### src/rtl/fetch_sequencer_if.sv
// fetch_sequencer_if
// Bundles the fetch-stage signals between the sequencer, the instruction
// memory and the hazard/decode logic.
//   master : the fetch sequencer (drives imem_req/imem_addr and the if_* slot)
//   slave  : the surrounding environment (memory, decode, branch logic)
// Signals:
//   redirect_valid/redirect_pc : taken branch/jump and its target
//   stall                      : decode cannot accept the if_* slot
//   imem_req/imem_addr         : instruction-memory request and address
//   imem_ack/imem_data         : memory data valid and instruction word
//   if_valid/if_ir/if_pc/if_npc: instruction presented to decode
interface fetch_sequencer_if #(
  parameter int unsigned ADDR_W = 32
);
  logic              redirect_valid;
  logic [ADDR_W-1:0] redirect_pc;
  logic              stall;
  logic              imem_req;
  logic [ADDR_W-1:0] imem_addr;
  logic              imem_ack;
  logic [31:0]       imem_data;
  logic              if_valid;
  logic [31:0]       if_ir;
  logic [ADDR_W-1:0] if_pc;
  logic [ADDR_W-1:0] if_npc;

  modport master (
    input  redirect_valid, redirect_pc, stall, imem_ack, imem_data,
    output imem_req, imem_addr, if_valid, if_ir, if_pc, if_npc
  );

  modport slave (
    output redirect_valid, redirect_pc, stall, imem_ack, imem_data,
    input  imem_req, imem_addr, if_valid, if_ir, if_pc, if_npc
  );
endinterface

### src/rtl/fetch_sequencer.sv
// fetch_sequencer
// Owns the program counter and the instruction-memory request handshake and
// presents fetched instructions (with PC and next PC) to decode. Handles
// decode back-pressure through a one-entry holding register, branch/jump
// redirects (including abandoning an outstanding request) and wrapping of
// the PC into the instruction-memory range.
// Ports:
//   clk    : system clock, rising edge
//   reset  : synchronous, active-high
//   bus    : fetch_sequencer_if.master (memory request/ack, decode slot,
//            stall and redirect inputs)
//   perf_fetch/perf_stall/perf_flush : 32-bit event counters, present only
//            when FETCH_SEQ_PERF_EN is defined
// Optional feature macro: FETCH_SEQ_PERF_EN
//
// state | meaning
// IDLE  | just out of reset, request starts next cycle
// REQ   | request at pc outstanding
// HOLD  | fetched word parked in holding register, decode stalled, no request
// DROP  | request on a pre-redirect address outstanding, its data is discarded
module fetch_sequencer #(
  parameter int unsigned       ADDR_W     = 32,
  parameter int unsigned       IMEM_BYTES = 256,
  parameter logic [ADDR_W-1:0] RESET_PC   = '0
) (
  input  logic                clk,
  input  logic                reset,
  fetch_sequencer_if.master   bus
`ifdef FETCH_SEQ_PERF_EN
  ,
  output logic [31:0]         perf_fetch,
  output logic [31:0]         perf_stall,
  output logic [31:0]         perf_flush
`endif
);

  // Bit 0 of the encoding is the memory request, so imem_req comes straight
  // from a flop.
  typedef enum logic [1:0] {
    IDLE = 2'b00,
    REQ  = 2'b01,
    HOLD = 2'b10,
    DROP = 2'b11
  } state_t;

  state_t            state;
  logic [ADDR_W-1:0] pc;
  logic [ADDR_W-1:0] addr_q;
  logic [31:0]       hold_ir;
  logic [ADDR_W-1:0] hold_pc;
  logic              if_valid_q;
  logic [31:0]       if_ir_q;
  logic [ADDR_W-1:0] if_pc_q;
  logic [ADDR_W-1:0] if_npc_q;

  logic              slot_free;
  logic              keep_addr;
  logic [ADDR_W-1:0] pc_inc;
  logic [ADDR_W-1:0] hold_inc;
  logic [ADDR_W-1:0] redirect_tgt;
  logic              redirect_pc_unused;

  function automatic logic [ADDR_W-1:0] wrap(input logic [ADDR_W-1:0] x);
    return (x >= ADDR_W'(IMEM_BYTES)) ? '0 : x;
  endfunction

  assign slot_free    = !if_valid_q || !bus.stall;
  assign pc_inc       = wrap(pc + ADDR_W'(4));
  assign hold_inc     = wrap(hold_pc + ADDR_W'(4));
  assign redirect_tgt = wrap({bus.redirect_pc[ADDR_W-1:2], 2'b00});
  assign redirect_pc_unused = ^bus.redirect_pc[1:0];

  // A request still waiting for its ack keeps its address on the bus even
  // when a redirect moves pc; addr_q catches up once the ack arrives.
  assign keep_addr = state[0] && !bus.imem_ack;

  assign bus.imem_req  = state[0];
  assign bus.imem_addr = addr_q;
  assign bus.if_valid  = if_valid_q;
  assign bus.if_ir     = if_ir_q;
  assign bus.if_pc     = if_pc_q;
  assign bus.if_npc    = if_npc_q;

  always_ff @(posedge clk) begin
    if (reset) begin
      state      <= IDLE;
      pc         <= RESET_PC;
      addr_q     <= RESET_PC;
      hold_ir    <= '0;
      hold_pc    <= '0;
      if_valid_q <= 1'b0;
      if_ir_q    <= '0;
      if_pc_q    <= '0;
      if_npc_q   <= '0;
    end else begin
      // Consumed by decode; a load below overrides this.
      if (if_valid_q && !bus.stall) begin
        if_valid_q <= 1'b0;
      end

      if (bus.redirect_valid) begin
        if_valid_q <= 1'b0;
        hold_ir    <= '0;
        hold_pc    <= '0;
        pc         <= redirect_tgt;
        if (!keep_addr) begin
          addr_q <= redirect_tgt;
        end
        state <= keep_addr ? DROP : REQ;
      end else begin
        case (state)
          IDLE: begin
            state <= REQ;
          end
          REQ: begin
            if (bus.imem_ack) begin
              pc     <= pc_inc;
              addr_q <= pc_inc;
              if (slot_free) begin
                if_valid_q <= 1'b1;
                if_ir_q    <= bus.imem_data;
                if_pc_q    <= pc;
                if_npc_q   <= pc_inc;
              end else begin
                hold_ir <= bus.imem_data;
                hold_pc <= pc;
                state   <= HOLD;
              end
            end
          end
          HOLD: begin
            if (slot_free) begin
              if_valid_q <= 1'b1;
              if_ir_q    <= hold_ir;
              if_pc_q    <= hold_pc;
              if_npc_q   <= hold_inc;
              state      <= REQ;
            end
          end
          DROP: begin
            if (bus.imem_ack) begin
              addr_q <= pc;
              state  <= REQ;
            end
          end
          default: begin
            state <= IDLE;
          end
        endcase
      end
    end
  end

`ifdef FETCH_SEQ_PERF_EN
  logic load_out;

  always_comb begin
    load_out = 1'b0;
    if (!bus.redirect_valid && slot_free) begin
      load_out = ((state == REQ) && bus.imem_ack) || (state == HOLD);
    end
  end

  always_ff @(posedge clk) begin
    if (reset) begin
      perf_fetch <= '0;
      perf_stall <= '0;
      perf_flush <= '0;
    end else begin
      if (load_out) begin
        perf_fetch <= perf_fetch + 32'd1;
      end
      if (if_valid_q && bus.stall) begin
        perf_stall <= perf_stall + 32'd1;
      end
      if (bus.redirect_valid) begin
        perf_flush <= perf_flush + 32'd1;
      end
    end
  end
`endif

endmodule

### src/flat_wrapper.sv
// flat-port wrapper written by rule: the top's interface ports become plain ports
module fetch_sequencer_flat 
#(
  parameter int unsigned       ADDR_W     = 32,
  parameter int unsigned       IMEM_BYTES = 256,
  parameter logic [ADDR_W-1:0] RESET_PC   = '0
)
  (clk, reset, bus_redirect_valid, bus_redirect_pc, bus_stall, bus_imem_ack, bus_imem_data, bus_imem_req, bus_imem_addr, bus_if_valid, bus_if_ir, bus_if_pc, bus_if_npc);
  fetch_sequencer_if #(.ADDR_W(ADDR_W)) bus_i ();
  input  logic clk;
  input  logic reset;
  input wire logic [$bits(bus_i.redirect_valid)-1:0] bus_redirect_valid;
  input wire logic [$bits(bus_i.redirect_pc)-1:0] bus_redirect_pc;
  input wire logic [$bits(bus_i.stall)-1:0] bus_stall;
  input wire logic [$bits(bus_i.imem_ack)-1:0] bus_imem_ack;
  input wire logic [$bits(bus_i.imem_data)-1:0] bus_imem_data;
  output wire logic [$bits(bus_i.imem_req)-1:0] bus_imem_req;
  output wire logic [$bits(bus_i.imem_addr)-1:0] bus_imem_addr;
  output wire logic [$bits(bus_i.if_valid)-1:0] bus_if_valid;
  output wire logic [$bits(bus_i.if_ir)-1:0] bus_if_ir;
  output wire logic [$bits(bus_i.if_pc)-1:0] bus_if_pc;
  output wire logic [$bits(bus_i.if_npc)-1:0] bus_if_npc;
  assign bus_i.redirect_valid = bus_redirect_valid;
  assign bus_i.redirect_pc = bus_redirect_pc;
  assign bus_i.stall = bus_stall;
  assign bus_i.imem_ack = bus_imem_ack;
  assign bus_i.imem_data = bus_imem_data;
  assign bus_imem_req = bus_i.imem_req;
  assign bus_imem_addr = bus_i.imem_addr;
  assign bus_if_valid = bus_i.if_valid;
  assign bus_if_ir = bus_i.if_ir;
  assign bus_if_pc = bus_i.if_pc;
  assign bus_if_npc = bus_i.if_npc;
  fetch_sequencer #(.ADDR_W(ADDR_W), .IMEM_BYTES(IMEM_BYTES), .RESET_PC(RESET_PC)) u_core (.clk(clk), .reset(reset), .bus(bus_i));
endmodule
### config.mk
export PLATFORM = sky130hd
export DESIGN_NAME = fetch_sequencer_flat
export DESIGN_NICKNAME = d
export VERILOG_FILES = /design/src/rtl/fetch_sequencer_if.sv /design/src/rtl/fetch_sequencer.sv /design/src/flat_wrapper.sv
export SDC_FILE = /design/constraint.sdc
export NUM_CORES = 1
export LEC_CHECK = 0
export BUFFER_PORTS_ARGS = -buffer_cell sky130_fd_sc_hd__buf_2
export CELL_PAD_IN_SITES_DETAIL_PLACEMENT = 1
export CELL_PAD_IN_SITES_GLOBAL_PLACEMENT = 1
export CORE_UTILIZATION = 44
export DETAILED_ROUTE_END_ITERATION = 8
export PLACE_DENSITY = 0.92
export SYNTH_ARGS = -nofsm -noshare
export SYNTH_HDL_FRONTEND = slang
export SYNTH_SLANG_ARGS = --single-unit
### constraint.sdc
create_clock -name clk -period 7.3 [get_ports clk]
set_clock_uncertainty 0.2 [all_clocks]
set_input_delay 0 -clock clk [delete_from_list [all_inputs] [get_ports clk]]
set_output_delay 0 -clock clk [all_outputs]
set_load 0.005 [all_outputs]
### Yosys cells after proc, flatten, opt, wreduce, memory -nomap -nowiden

Index checks and enable logic that the tools add are counted.

| storage, ports and cells | value |
|---|---|
| bits in registers | 227 |
| bits in latches | 0 |
| bits in writable memories | 0 |
| ROM bits | 0 |
| output and inout port bits | 130 |
| logic and storage cells | 77 |
| memories | 0 |

| cells by class | value |
|---|---|
| $add $sub $neg | 2 |
| $mul | 0 |
| div/mod/pow operators | 0 |
| magnitude comparators | 3 |
| equality and inequality tests | 11 |
| shift-type cells | 0 |
| muxes and demuxes | 33 |
| bitwise gates (word level) | 2 |
| reductions and logical operators | 17 |

Operators by type and width:

| kind | count |
|---|---|
| 32-bit 2-to-1 mux | 18 |
| 32-bit case mux with 2 select lines | 4 |
| 32-bit by 9-bit greater-or-equal comparator with 1-bit output, second input constant | 3 |
| 32-bit by 3-bit adder with 32-bit output, second input constant | 2 |
| 2-bit 2-to-1 mux | 6 |
| 3-bit != test, second input constant | 3 |
| 2-bit case mux with 4 select lines | 1 |
| 4-bit AND reduction | 2 |
| 2-bit nonzero test | 3 |
| 5-bit AND reduction | 1 |
| 2-bit == test, second input constant | 2 |
| 2-bit by 1-bit != test with 1-bit output, second input constant | 2 |
| 2-bit != test, second input constant | 2 |
| 1-bit logical NOT | 3 |
| 1-bit 2-to-1 mux | 3 |
| 3-bit by 2-bit != test with 1-bit output, second input constant | 1 |
| 3-bit AND reduction | 1 |
| 3-bit nonzero test | 1 |
| 2-bit by 1-bit == test with 1-bit output, second input constant | 1 |
| 1-bit logical AND | 2 |
| 2-bit logical NOT | 1 |
| 1-bit inverter | 2 |
| 1-bit case mux with 2 select lines | 1 |
| 2-bit AND reduction | 1 |
| 2 further kinds | 2 |

### Logic depth before layout (Yosys ltp)

Gate-level depths: netlist of run 1.

| depth | value |
|---|---|
| depth in word-level cells | 6 |
| depth in mapped cells | 9 |
| mapped depth without buffers | 8 |

### Least setup slack after synthesis of run 1

OpenSTA, ideal clock, no wires.

| timing | value |
|---|---|
| path type | reg-to-reg |
| from | register u_core.pc[13] |
| to | register u_core.pc[3] |
| library setup time | 0.091 ns |
| arrival time | 2.415 ns |
| slack | 4.594 ns |
| stages on the path, launching flop included | 10 |
| cell sequence | dfxtp_1 -> clkbuf_1 -> nand3_1 -> nor4_2 -> nand3_1 -> mux2i_1 -> nor3_1 -> clkbuf_1 -> nand4b_1 -> a311oi_1 |

| on the way | value |
|---|---|
| cells in the longest elaborated chain, start to end | 6 |

RTL lines:

| item | RTL line | source |
|---|---|---|
| start, declared | fetch_sequencer.sv:47 | `logic [ADDR_W-1:0] pc;` |
| start signal, assigned | fetch_sequencer.sv:105 | `pc <= redirect_tgt;` |
| start signal, assigned | fetch_sequencer.sv:117 | `pc <= pc_inc;` |
| 32-bit by 3-bit adder with 32-bit output | fetch_sequencer.sv:68 | `assign pc_inc = wrap(pc + ADDR_W'(4));` |
| 32-bit by 9-bit greater-or-equal comparator with 1-bit output | fetch_sequencer.sv:64 | `return (x >= ADDR_W'(IMEM_BYTES)) ? '0 : x;` |
| 32-bit 2-to-1 mux | fetch_sequencer.sv:64 |  |
| 32-bit 2-to-1 mux | fetch_sequencer.sv:116 | `if (bus.imem_ack) begin` |
| 32-bit 2-to-1 mux | fetch_sequencer.sv:111 | `case (state)` |
| 32-bit 2-to-1 mux | fetch_sequencer.sv:101 | `if (bus.redirect_valid) begin` |

Every way passes these cells. The select of a mux whose other input is x is not followed.
A chain may end at the register's enable or synchronous reset.

### Worst setup path after layout of run 1

| timing | value |
|---|---|
| from | register u_core.pc[2] |
| to | register u_core.pc[3] |

| on the way | value |
|---|---|
| cells in the longest elaborated chain, start to end | 6 |

RTL lines:

| item | RTL line |
|---|---|
| 32-bit by 3-bit adder with 32-bit output (*) | fetch_sequencer.sv:68 |
| 32-bit by 9-bit greater-or-equal comparator with 1-bit output | fetch_sequencer.sv:64 |
| 32-bit 2-to-1 mux (*) | fetch_sequencer.sv:64 |
| 32-bit 2-to-1 mux (*) | fetch_sequencer.sv:116 |
| 32-bit 2-to-1 mux (*) | fetch_sequencer.sv:111 |
| 32-bit 2-to-1 mux (*) | fetch_sequencer.sv:101 |

Mark *: on every way between the ends. The rest lies on a longest branch, timed or not. The select of a mux whose other input is x is not followed.

==> results of run 1 <==
[flip-flops by register name (all words and copies together), names as in the netlist]
| name | cells |
|---|---|
| u_core.hold_pc | 32 |
| u_core.hold_ir | 32 |
| u_core.bus.if_valid | 1 |
| u_core.bus.if_pc | 32 |
| u_core.state | 2 |
| u_core.bus.if_npc | 32 |
| u_core.bus.imem_addr | 32 |
| u_core.bus.if_ir | 32 |
| u_core.pc | 32 |
[cell type report]
type / count / area (um^2)
multi-input combinational: 820 / 5010
fill: 2571 / 9580
sequential: 227 / 4540
inverter: 7 / 26.3
clock buffer: 36 / 727
timing repair buffer: 264 / 1640
clock inverter: 10 / 81.3
tap: 280 / 350
[worst max-delay path, cell delays in order (launching register included)]
cell and delay, ns:
dfxtp_1 0.57, ha_1 0.30, nand3_1 0.25, nor2_1 0.47, nor2_1 0.10, a211oi_1 0.28
and4_1 0.84, nand4b_1 0.21, a311oi_1 0.29, dlygate4sd3_1 0.59
[where the power goes]
| group | switching (mW) | internal [mW] | leakage [nW] |
|---|---|---|---|
| logic | 0.155 | 0.110 | 2.44 |
| registers | 0.0270 | 1.27 | 1.84 |
| clock network | 0.511 | 0.727 | 0.403 |
| total | 0.693 | 2.11 | 4.68 |
[cells in the mapped netlist (all sizes together), types with 3 or more instances]
master / number / area, um^2
nand3: 37 / 190
a211oi: 78 / 601
a211o: 7 / 61.3
nor2b: 4 / 25.0
or3: 4 / 25.0
a21boi: 3 / 22.5
o22ai: 3 / 18.8
nand4: 26 / 169
a22oi: 17 / 128
dfxtp: 227 / 4540
xnor2: 18 / 158
buf: 18 / 81.3
nor4: 15 / 140
nor2: 132 / 495
nor3b: 3 / 22.5
nor3: 14 / 70.1
and2: 55 / 344
xor2: 4 / 35.0
a311o: 5 / 50.1
nand2b: 3 / 18.8
mux2i: 67 / 674
a221oi: 6 / 52.6
or4: 3 / 22.5
a311oi: 6 / 52.6
and4: 3 / 26.3
nand4b: 6 / 52.6
a31oi: 13 / 81.3
o21ai: 9 / 48.8
clkbuf: 85 / 322
inv: 7 / 26.3
and3: 6 / 37.5
nand2: 156 / 586
or2: 3 / 18.8
ha: 5 / 62.6
nand3b: 3 / 22.5
a21oi: 84 / 420
[through the flow]
| step | hold slack [ns] | total power [mW] |
|---|---|---|
| floorplan | -0.0640 | 1.46 |
| global placement | 0.0535 | 1.55 |
| detailed placement | 0.0626 | 1.56 |
| CTS | 0.00428 | 2.81 |
| global route | 0.0957 | 2.90 |
| finish | 0.0523 | 2.80 |
[metal layers]
layer | share of wire, % | track usage, % | vias to the layer above
li1 | - | - | 4492
met1 | 39 | 32.6 | 4826
met2 | 52 | 53.5 | 354
met3 | 5.2 | 4.01 | 101
met4 | 3.8 | 11.6 | 0
met5 | 0 | 0 | -
[worst min path at each step]
stage | from | end | slack, ns | depth (start not counted)
after floorplan | bus_imem_data[0] | u_core.hold_ir[0] | -0.06 | 2
after global routing | bus_imem_data[5] | u_core.hold_ir[5] | 0.1 | 4
final | bus_redirect_pc[14] | u_core.bus.imem_addr[5] | 0.05 | 6
after global placement | bus_imem_data[6] | u_core.hold_ir[6] | 0.05 | 3
after CTS | bus_redirect_pc[12] | u_core.bus.imem_addr[4] | 0.004 | 6
after detailed placement | bus_imem_data[29] | u_core.hold_ir[29] | 0.06 | 3
[logic make-up (layout without fill, tap and decap cells)]
kind of cell               count (synthesis)  count (layout)  share of synthesized area [%]
and+or+nand+nor                          477             477                           23.4
AOI/OAI and AO/OA                        249             249                           17.1
DFF                                      227             227                           45.8
buffers and inverters                    110             317                           4.33
muxes                                     67              67                           6.80
xor gates and xnor gates                  22              22                           1.94
adders and majority gates                  5               5                          0.631
==> reports/results.ini, run 1 <==
[timing]
period_share_pct=57.3
period_needed_ns=4.18
slew_headroom_pct=17.1
setup_viol=0
layout_setup_ws_ns=3.12
worst-slew-pin-transition_ns=1.24
tns_ns=0
hold_viol=0
grt_setup_unrepaired=false
finalMaxSlewViolations=0
fmax_ghz=0.239

[clock_network]
post_cts_buffers=0
cts_root_buf=clkbuf_16
cts_buffers=25
cts_tree=built
insertion_delay_ns=0.53
clock-sinks=227
htree_num_levels=1
clk_pin_slew_ns=0.06
post_cts_resized=0
clock_path_buffers=3
hold_buffers=60

[placement]
portBuffers=196
dpl-instance-area_um2=11000
dpl.hpwl_um=20300
place_congestion=0.869
dpl.cell_count=1538
pre_cts_ws_ns=3.56

[finish]
syn2layout_area_growth_pct=24.8
final_util_pct=56.4
nNetsFinal=1419
final_cell_mix=227 x dfxtp_1, 195 x buf_2, 156 x nand2_1
final_area_um2=12400
finalNonFillerCells=1644
final_common_cell=dfxtp_1
drive_gt1_share_pct=19.7
num_antenna_cells=0

[synthesis]
synthFlopType=dfxtp_1
syn_area_um2=9920
syn_avg_cell_area_um2=8.57
synth_edf_count=0
yosysUniqueCellTypes=65
yosysSeqAreaShare_pct=45.8
syn_inst=1157
async_flop_share_pct=0
syn_nets=1231
synth_seq_cells=227
synth_warnings=0

[die]
rows=54
die_area_um2=23100
core_um2=22000
io_pins=199
die-width_um=152
initial_core_util_pct=45.2
die_h_um=152

[route]
drc=17
dr.pass1.iters=7
wl_um=33700
viasPerCell=5.94
detail-route-antenna-nets=0
wl_per_cell_um=20.5
drtIter0Drc=518
num_vias=9773

[pwr]
power_density_nw_per_um2=227
leakagePower_nw=4.68
peakVddDrop_uv=136

[critical_path]
timing_worst_setup_path_type=reg2reg
ff2ff_path_depth=9
critPathCapture=u_core.pc[3]
cp.arrival_ns=4.45
rr_startpoint=u_core.pc[2]
cp-end-kind=flop
critPathMaxFanout=22
r2r_slack_ns=3.12
startpoint=u_core.pc[2]
setup.worst_path.start_class=flop
worstPathRequired_ns=7.57
timing.rr.end=u_core.pc[3]

[min_path]
hp-class=in2reg

[grt]
grt_use_total_pct=28.6
grt_pass1_vias=10127
antenna_found_initial=0
grt_pass1_wl_um=54100
grt_remaining_overflow=0
grt_max_degree=91

[flow_run]
max_cap_violations=0

[outcome]
violations=design-rule violations
status=finished, violations left

Note: power is estimated with default switching activity, not from simulation.
==> run 2, diff against run 1 <==
Settings changed: ABC_AREA from default to 1, CORE_UTILIZATION 44 to 36, PLACE_DENSITY 0.92 to 0.84.
Clock period 7.3 ns to 3.4 ns, I/O delays scaled along.
==> run 2 against run 1 <==
Net effect: the flow now finishes without violations; maximum frequency grew 35%; synthesized area grew 6.4%; combinational power grew 130%; sequential power grew 120%; core utilization shrank 10 points; first-iteration DRC count grew 28%; register-to-register slack lost 2.8 ns; die area grew 30%; largest power group is now the clock network; highest routed layer unchanged.
==> reports/results.ini, run 2 <==
[critical_path]
cp_top_family=simple AND/OR/NAND/NOR gates
cp_slowest_cell=dfxtp_1
setup.worst_path.start_class=flop
timing_worst_setup_path_type=reg2reg
worstPathRequired_ns=3.69  ; -3.88 ns
worst-path-buf-inv=3  ; +2
critPathMaxFanout=7  ; -68%
max_stage_delay_ns=0.44  ; -0.40 ns
critPathMostFrequentCell=nand2_1
crit_chain=ha_1 -> nand2_1 -> nor2_4 -> nand2_2 -> inv_2 -> nand2_1 -> nand2_1 -> nand2_1 -> nor2_1 -> nand2_1 -> nor2_2 -> buf_4 -> nand4_1 -> nand3_1 -> nand2_1 -> inv_1
cp.arrival_ns=3.38  ; -1.07 ns
cp-end-kind=flop

[synthesis]
async_flop_share_pct=0  ; unchanged
syn_avg_cell_area_um2=6.84  ; -20%
syn_nets=1616  ; +31%
syn_area_um2=10600  ; +6.4%
syn_inst=1542  ; +33%
synth_top_area_share_pct=43.1  ; -2.8 points
netlist_top_cells_count=402 x nand2_1, 233 x nor2_1, 227 x dfxtp_1, 174 x o21ai_0, 84 x clkbuf_1
yosysSeqAreaShare_pct=43.1  ; -2.8 points
synth.area.top_cells=dfxtp_1 43%, nand2_1 14%, nor2_1 8.3%
yosysTopAreaCell=dfxtp_1
yosysUniqueCellTypes=34  ; -48%
synth.most_common_cell=nand2_1
synth_edf_count=0  ; unchanged
synthFlopType=dfxtp_1
synth_warnings=0  ; unchanged
synth_seq_cells=227  ; unchanged

[die]
die-width_um=173  ; +14%
rows=62  ; +15%
die_area_um2=30000  ; +30%
die_h_um=173  ; +14%
initial_core_util_pct=36.7  ; -8.5 points
io_pins=199  ; unchanged
core_um2=28800  ; +31%

[flow_run]
max_cap_violations=0  ; unchanged

[clock_network]
post_cts_buffers=0  ; unchanged
cts_buffers=26  ; +4.0%
clk_pin_slew_ns=0.06  ; about the same
clock_path_buffers=3  ; unchanged
htree_num_levels=1  ; unchanged
cts_tree=built
clock-sinks=227  ; unchanged
insertion_delay_ns=0.55  ; +0.02 ns
cts_root_buf=clkbuf_16

[placement]
dpl.hpwl_um=27100  ; +34%
place_congestion=0.924  ; +6.3%
portBuffers=196  ; unchanged
pre_cts_ws_ns=0.439  ; -3.12 ns

[finish]
final_cell_mix=402 x nand2_1, 231 x nor2_1, 227 x dfxtp_1
nNetsFinal=1829  ; +29%
num_antenna_cells=0  ; unchanged
syn2layout_area_growth_pct=26.3
final_common_cell=nand2_1
final_util_pct=46.3  ; -10 points
nFillCells=3692  ; +44%
drive_gt1_share_pct=17.8  ; -2.0 points

[pwr]
peakVddDrop_uv=327  ; +140%
power_density_nw_per_um2=472  ; +110%
total_power_mw=6.29  ; +120%
leakagePower_nw=5.53  ; +18%

[route]
detail-route-antenna-nets=0  ; unchanged
num_vias=11620  ; +19%
viasPerCell=5.38  ; -9.4%
drc=0  ; -17
wl_um=40900  ; +21%
drtIter0Drc=662  ; +28%
wl_per_cell_um=18.9  ; -7.5%
dr.pass1.iters=5  ; -2

[grt]
grt_pass1_wl_um=64900  ; +20%
grt_pass1_vias=12096  ; +19%
grt_remaining_overflow=0  ; unchanged
antenna_found_initial=0  ; unchanged
grt_use_total_pct=26.9  ; -1.8 points
grt_max_degree=89  ; -2.2%

[timing]
hold_viol=0  ; unchanged
grt_setup_unrepaired=false
worst-slew-pin-transition_ns=0.898  ; -0.340 ns
fmax_ghz=0.324  ; +35%
setup_viol=0  ; unchanged
period_needed_ns=3.09  ; -1.09 ns
slew_headroom_pct=40.1  ; +23 points
tns_ns=0  ; unchanged
worst_hold_slack_ns=0.0340  ; -0.0183 ns
period_share_pct=90.9  ; +34 points
layout_setup_ws_ns=0.310  ; -2.81 ns
finalMaxSlewViolations=0  ; unchanged

[outcome]
status=finished clean

[min_path]
hp-class=in2reg

==> run 2: final timing paths <==
path         cells after the start                 start                    to  slack (ns)
max                             16          u_core.pc[2]  u_core.bus.if_npc[6]        0.31
min                              4      bus_imem_data[8]     u_core.hold_ir[8]        0.03
max reg2reg                     16          u_core.pc[2]  u_core.bus.if_npc[6]        0.31
min reg2reg                      2  u_core.bus.if_npc[9]  u_core.bus.if_npc[9]        0.24
==> run 2: kinds of logic after synthesis <==
logic type	share of synthesized area, %
simple gates	32.1
flops	43.1
xor+xnor	1.16
buf+inv	6.30
compound gates	16.8
fa+ha+maj	0.593
==> run 2: what timing repair did <==
| item | CTS | global route |
|---|---|---|
| resized for setup | 0 | 0 |
| hold buffers | 57 | 0 |
| endpoints found under the hold margin | 160 | 0 |
==> run 2: cell type report <==
cell class                 count  area (um^2)  area share [%]
multi-input combinational   1145         5360            40.2
timing repair buffer         277         1770            13.3
clock buffer                  33          717            5.38
sequential                   227         4540            34.1
clock inverter                14          161            1.21
tap                          384          480            3.60
inverter                      78          294            2.21
==> run 2: report_power, final <==
part           internal [mW]  total, mW  switching [mW]
registers               2.76       2.82          0.0630
logic                  0.237      0.613           0.376
clock network           1.66       2.85            1.19
total                   4.66       6.29            1.63
==> run 2: metal layers <==
metal	vias to the layer above	GRT usage (%)	wire [um]
met5	-	0	0
met1	5614	31.6	16600
met2	370	47.8	20000
met4	0	10.3	1610
met3	114	5.48	2640
li1	5522	-	-
==> run 2: stage by stage <==
stage	std cells	cell area, um^2
3_5_place_dp	2054	11900
2_1_floorplan	1542	10600
4_1_cts	2158	13300
6_report	2158	13300
5_1_grt	2158	13300
3_3_place_gp	2054	11900
==> run 2: worst register-to-register path: cells and delay by family (launching register included) <==
| kind | cells | cell delay (ns) |
|---|---|---|
| and+or+nand+nor | 12 | 1.67 |
| DFF | 1 | 0.44 |
| buffers and inverters | 3 | 0.38 |
| adders and majority gates | 1 | 0.35 |
==> run 3, diff against run 2 <==
Settings changed: CORE_ASPECT_RATIO from default to 1.2.
==> run 3 against run 2 <==
Net effect: worst setup slack worse by 0.091 ns; core utilization is 0.058 points higher; sequential power hardly changed; clock power is 6% higher; die area hardly changed; hold slack better by 0.037 ns; maximum frequency is 2.9% lower; sequential share of layout area hardly changed; clock-buffer cell count is 1 higher; global-route usage is 0.17 points lower; critical path depth is 5 lower; critical endpoint is now u_core.pc[5]; largest cell class unchanged.
==> reports/results.ini, run 3 (synthesis gave the netlist of run 2 again) <==
[pwr]
total_power_mw=6.46  ; +2.6%
power_density_nw_per_um2=484  ; +2.6%
leakagePower_nw=5.52  ; -0.31%
peakVddDrop_uv=361  ; +10%

[die]
die_h_um=190  ; +9.4%
io_pins=199  ; unchanged
die_area_um2=30000  ; about the same
rows=68  ; +9.7%
initial_core_util_pct=36.7  ; about the same
die-width_um=158  ; -8.6%
core_um2=28800  ; about the same

[finish]
final_util_pct=46.4  ; +0.058 points
finalNonFillerCells=2153  ; -0.23%
syn2layout_area_growth_pct=26.4  ; about the same
drive_gt1_share_pct=17.7  ; -0.099 points
nNetsFinal=1824  ; -0.27%
final_common_cell=nand2_1
final_cell_mix=402 x nand2_1, 231 x nor2_1, 227 x dfxtp_1

[grt]
grt_pass1_vias=11743  ; -2.9%
grt_max_degree=96  ; +7.9%
grt_remaining_overflow=0  ; unchanged
grt_pass1_wl_um=63000  ; -2.9%
antenna_found_initial=1  ; +1
grt_use_total_pct=26.7  ; -0.17 points

[placement]
portBuffers=196  ; unchanged
place_congestion=0.926  ; +0.25%
dpl.cell_count=2055  ; +0.049%
dpl.hpwl_um=26900  ; -0.99%

[critical_path]
cp.arrival_ns=3.43  ; +0.05 ns
cp_slowest_cell=dlygate4sd3_1
rr_startpoint=u_core.hold_pc[3]
r2r_slack_ns=0.31  ; about the same
cp-end-kind=flop
worstPathRequired_ns=3.65  ; -0.04 ns
timing_worst_setup_path_type=in2reg
max_stage_delay_ns=0.60  ; +0.16 ns
timing.rr.end=u_core.bus.if_npc[7]
worst-path-buf-inv=6  ; +3
critPathMostFrequentCell=dlygate4sd3_1
crit_chain=dlygate4sd3_1 -> buf_2 -> nor4_1 -> dlygate4sd3_1 -> nand4_1 -> dlygate4sd3_1 -> nor3_1 -> buf_4 -> nand2_1 -> dlygate4sd3_1 -> a31oi_1
setup.worst_path.start_class=primary input
ff2ff_path_depth=14  ; -2
cp_top_family=buffers and inverters
critPathMaxFanout=12  ; +5

[timing]
tns_ns=0  ; unchanged
period_needed_ns=3.18  ; +0.0907 ns
worst-slew-pin-transition_ns=0.864  ; -0.0345 ns
finalMaxSlewViolations=0  ; unchanged
grt_setup_unrepaired=false
fmax_ghz=0.314  ; -2.9%
period_share_pct=93.5  ; +2.7 points
setup_viol=0  ; unchanged
hold_viol=0  ; unchanged
slew_headroom_pct=42.4  ; +2.3 points

[route]
drc=0  ; unchanged
wl_per_cell_um=18.8  ; -0.78%
dr.pass1.iters=5  ; unchanged
detail-route-antenna-nets=0  ; unchanged
num_vias=11499  ; -1.0%
viasPerCell=5.34  ; -0.81%
wl_um=40500  ; -1.0%
drtIter0Drc=651  ; -1.7%

[min_path]
hold_path_depth=4  ; unchanged
worstHoldEndpoint=u_core.hold_ir[13]
hp-class=in2reg
worstHoldStart=bus_imem_data[13]

[clock_network]
post_cts_buffers=0  ; unchanged
cts_root_buf=clkbuf_16
cts_buffers=25  ; -3.8%
clock_path_buffers=3  ; unchanged
htree_num_levels=1  ; unchanged
insertion_delay_ns=0.53  ; -0.02 ns
cts_tree=built
clock-sinks=227  ; unchanged
clk_pin_slew_ns=0.07  ; about the same

[flow_run]
max_cap_violations=0  ; unchanged

[outcome]
status=finished clean

run 3: worst register-to-register path: stages (launching register included):
cell and delay, ns:
dfxtp_1 0.44, ha_1 0.36, nand2_1 0.15, nor2_2 0.20, inv_1 0.07, nor2_1 0.23, xnor2_1 0.16, nand2_1 0.07
inv_1 0.06, nand2_1 0.05, nor2_1 0.46, nand4_1 0.21, nand2_1 0.10, nand3_1 0.11, a21oi_1 0.15
run 3: final cells by class:
type                            count  area, um^2
Antenna cell                        1        2.50
Multi-Input combinational cell   1145        5360
Fill cell                        3737       15400
Clock buffer                       34         719
Clock inverter                     10         185
Inverter                           78         294
Tap cell                          385         482
Timing Repair Buffer              273        1750
Sequential cell                   227        4540
run 3: what timing repair did:
action,CTS,global route
setup endpoints to repair,0,9
hold endpoints to repair,132,2
resized for setup,0,1
hold buffers,51,3
run 3: where the power goes:
part	internal, mW	switching (mW)	leakage [nW]
clock network	1.86	1.16	0.442
registers	2.76	0.0672	1.84
logic	0.234	0.378	3.23
run 3: per-stage QoR:
step	worst slack, ns	hold slack, ns	area, um^2
floorplan	1.12	-0.0651	10600
global placement	0.491	0.0381	11900
detailed placement	0.351	0.0483	11900
CTS	0.192	0.0417	13300
global route	0.0852	0.0744	13300
finish	0.220	0.0706	13300
run 3: worst max path at each step:
| stage | from | to | slack [ns] | depth (start not counted) |
|---|---|---|---|---|
| global route | bus_redirect_pc[23] | u_core.pc[5] | 0.09 | 11 |
| floorplan | u_core.pc[2] | u_core.bus.imem_addr[7] | 1.12 | 16 |
| CTS | u_core.state[0] | u_core.state[1] | 0.19 | 9 |
| detailed placement | u_core.hold_pc[3] | u_core.bus.if_npc[7] | 0.35 | 14 |
| global placement | u_core.hold_pc[3] | u_core.bus.if_npc[7] | 0.49 | 14 |
| finish | bus_redirect_pc[23] | u_core.pc[5] | 0.22 | 11 |
run 3: routing by layer:
layer / part of all wire (%) / GRT usage (%)
met5: 0 / 0
met4: 5.0 / 13.1
met3: 6.0 / 5.33
met2: 49 / 46.2
met1: 40 / 31.0
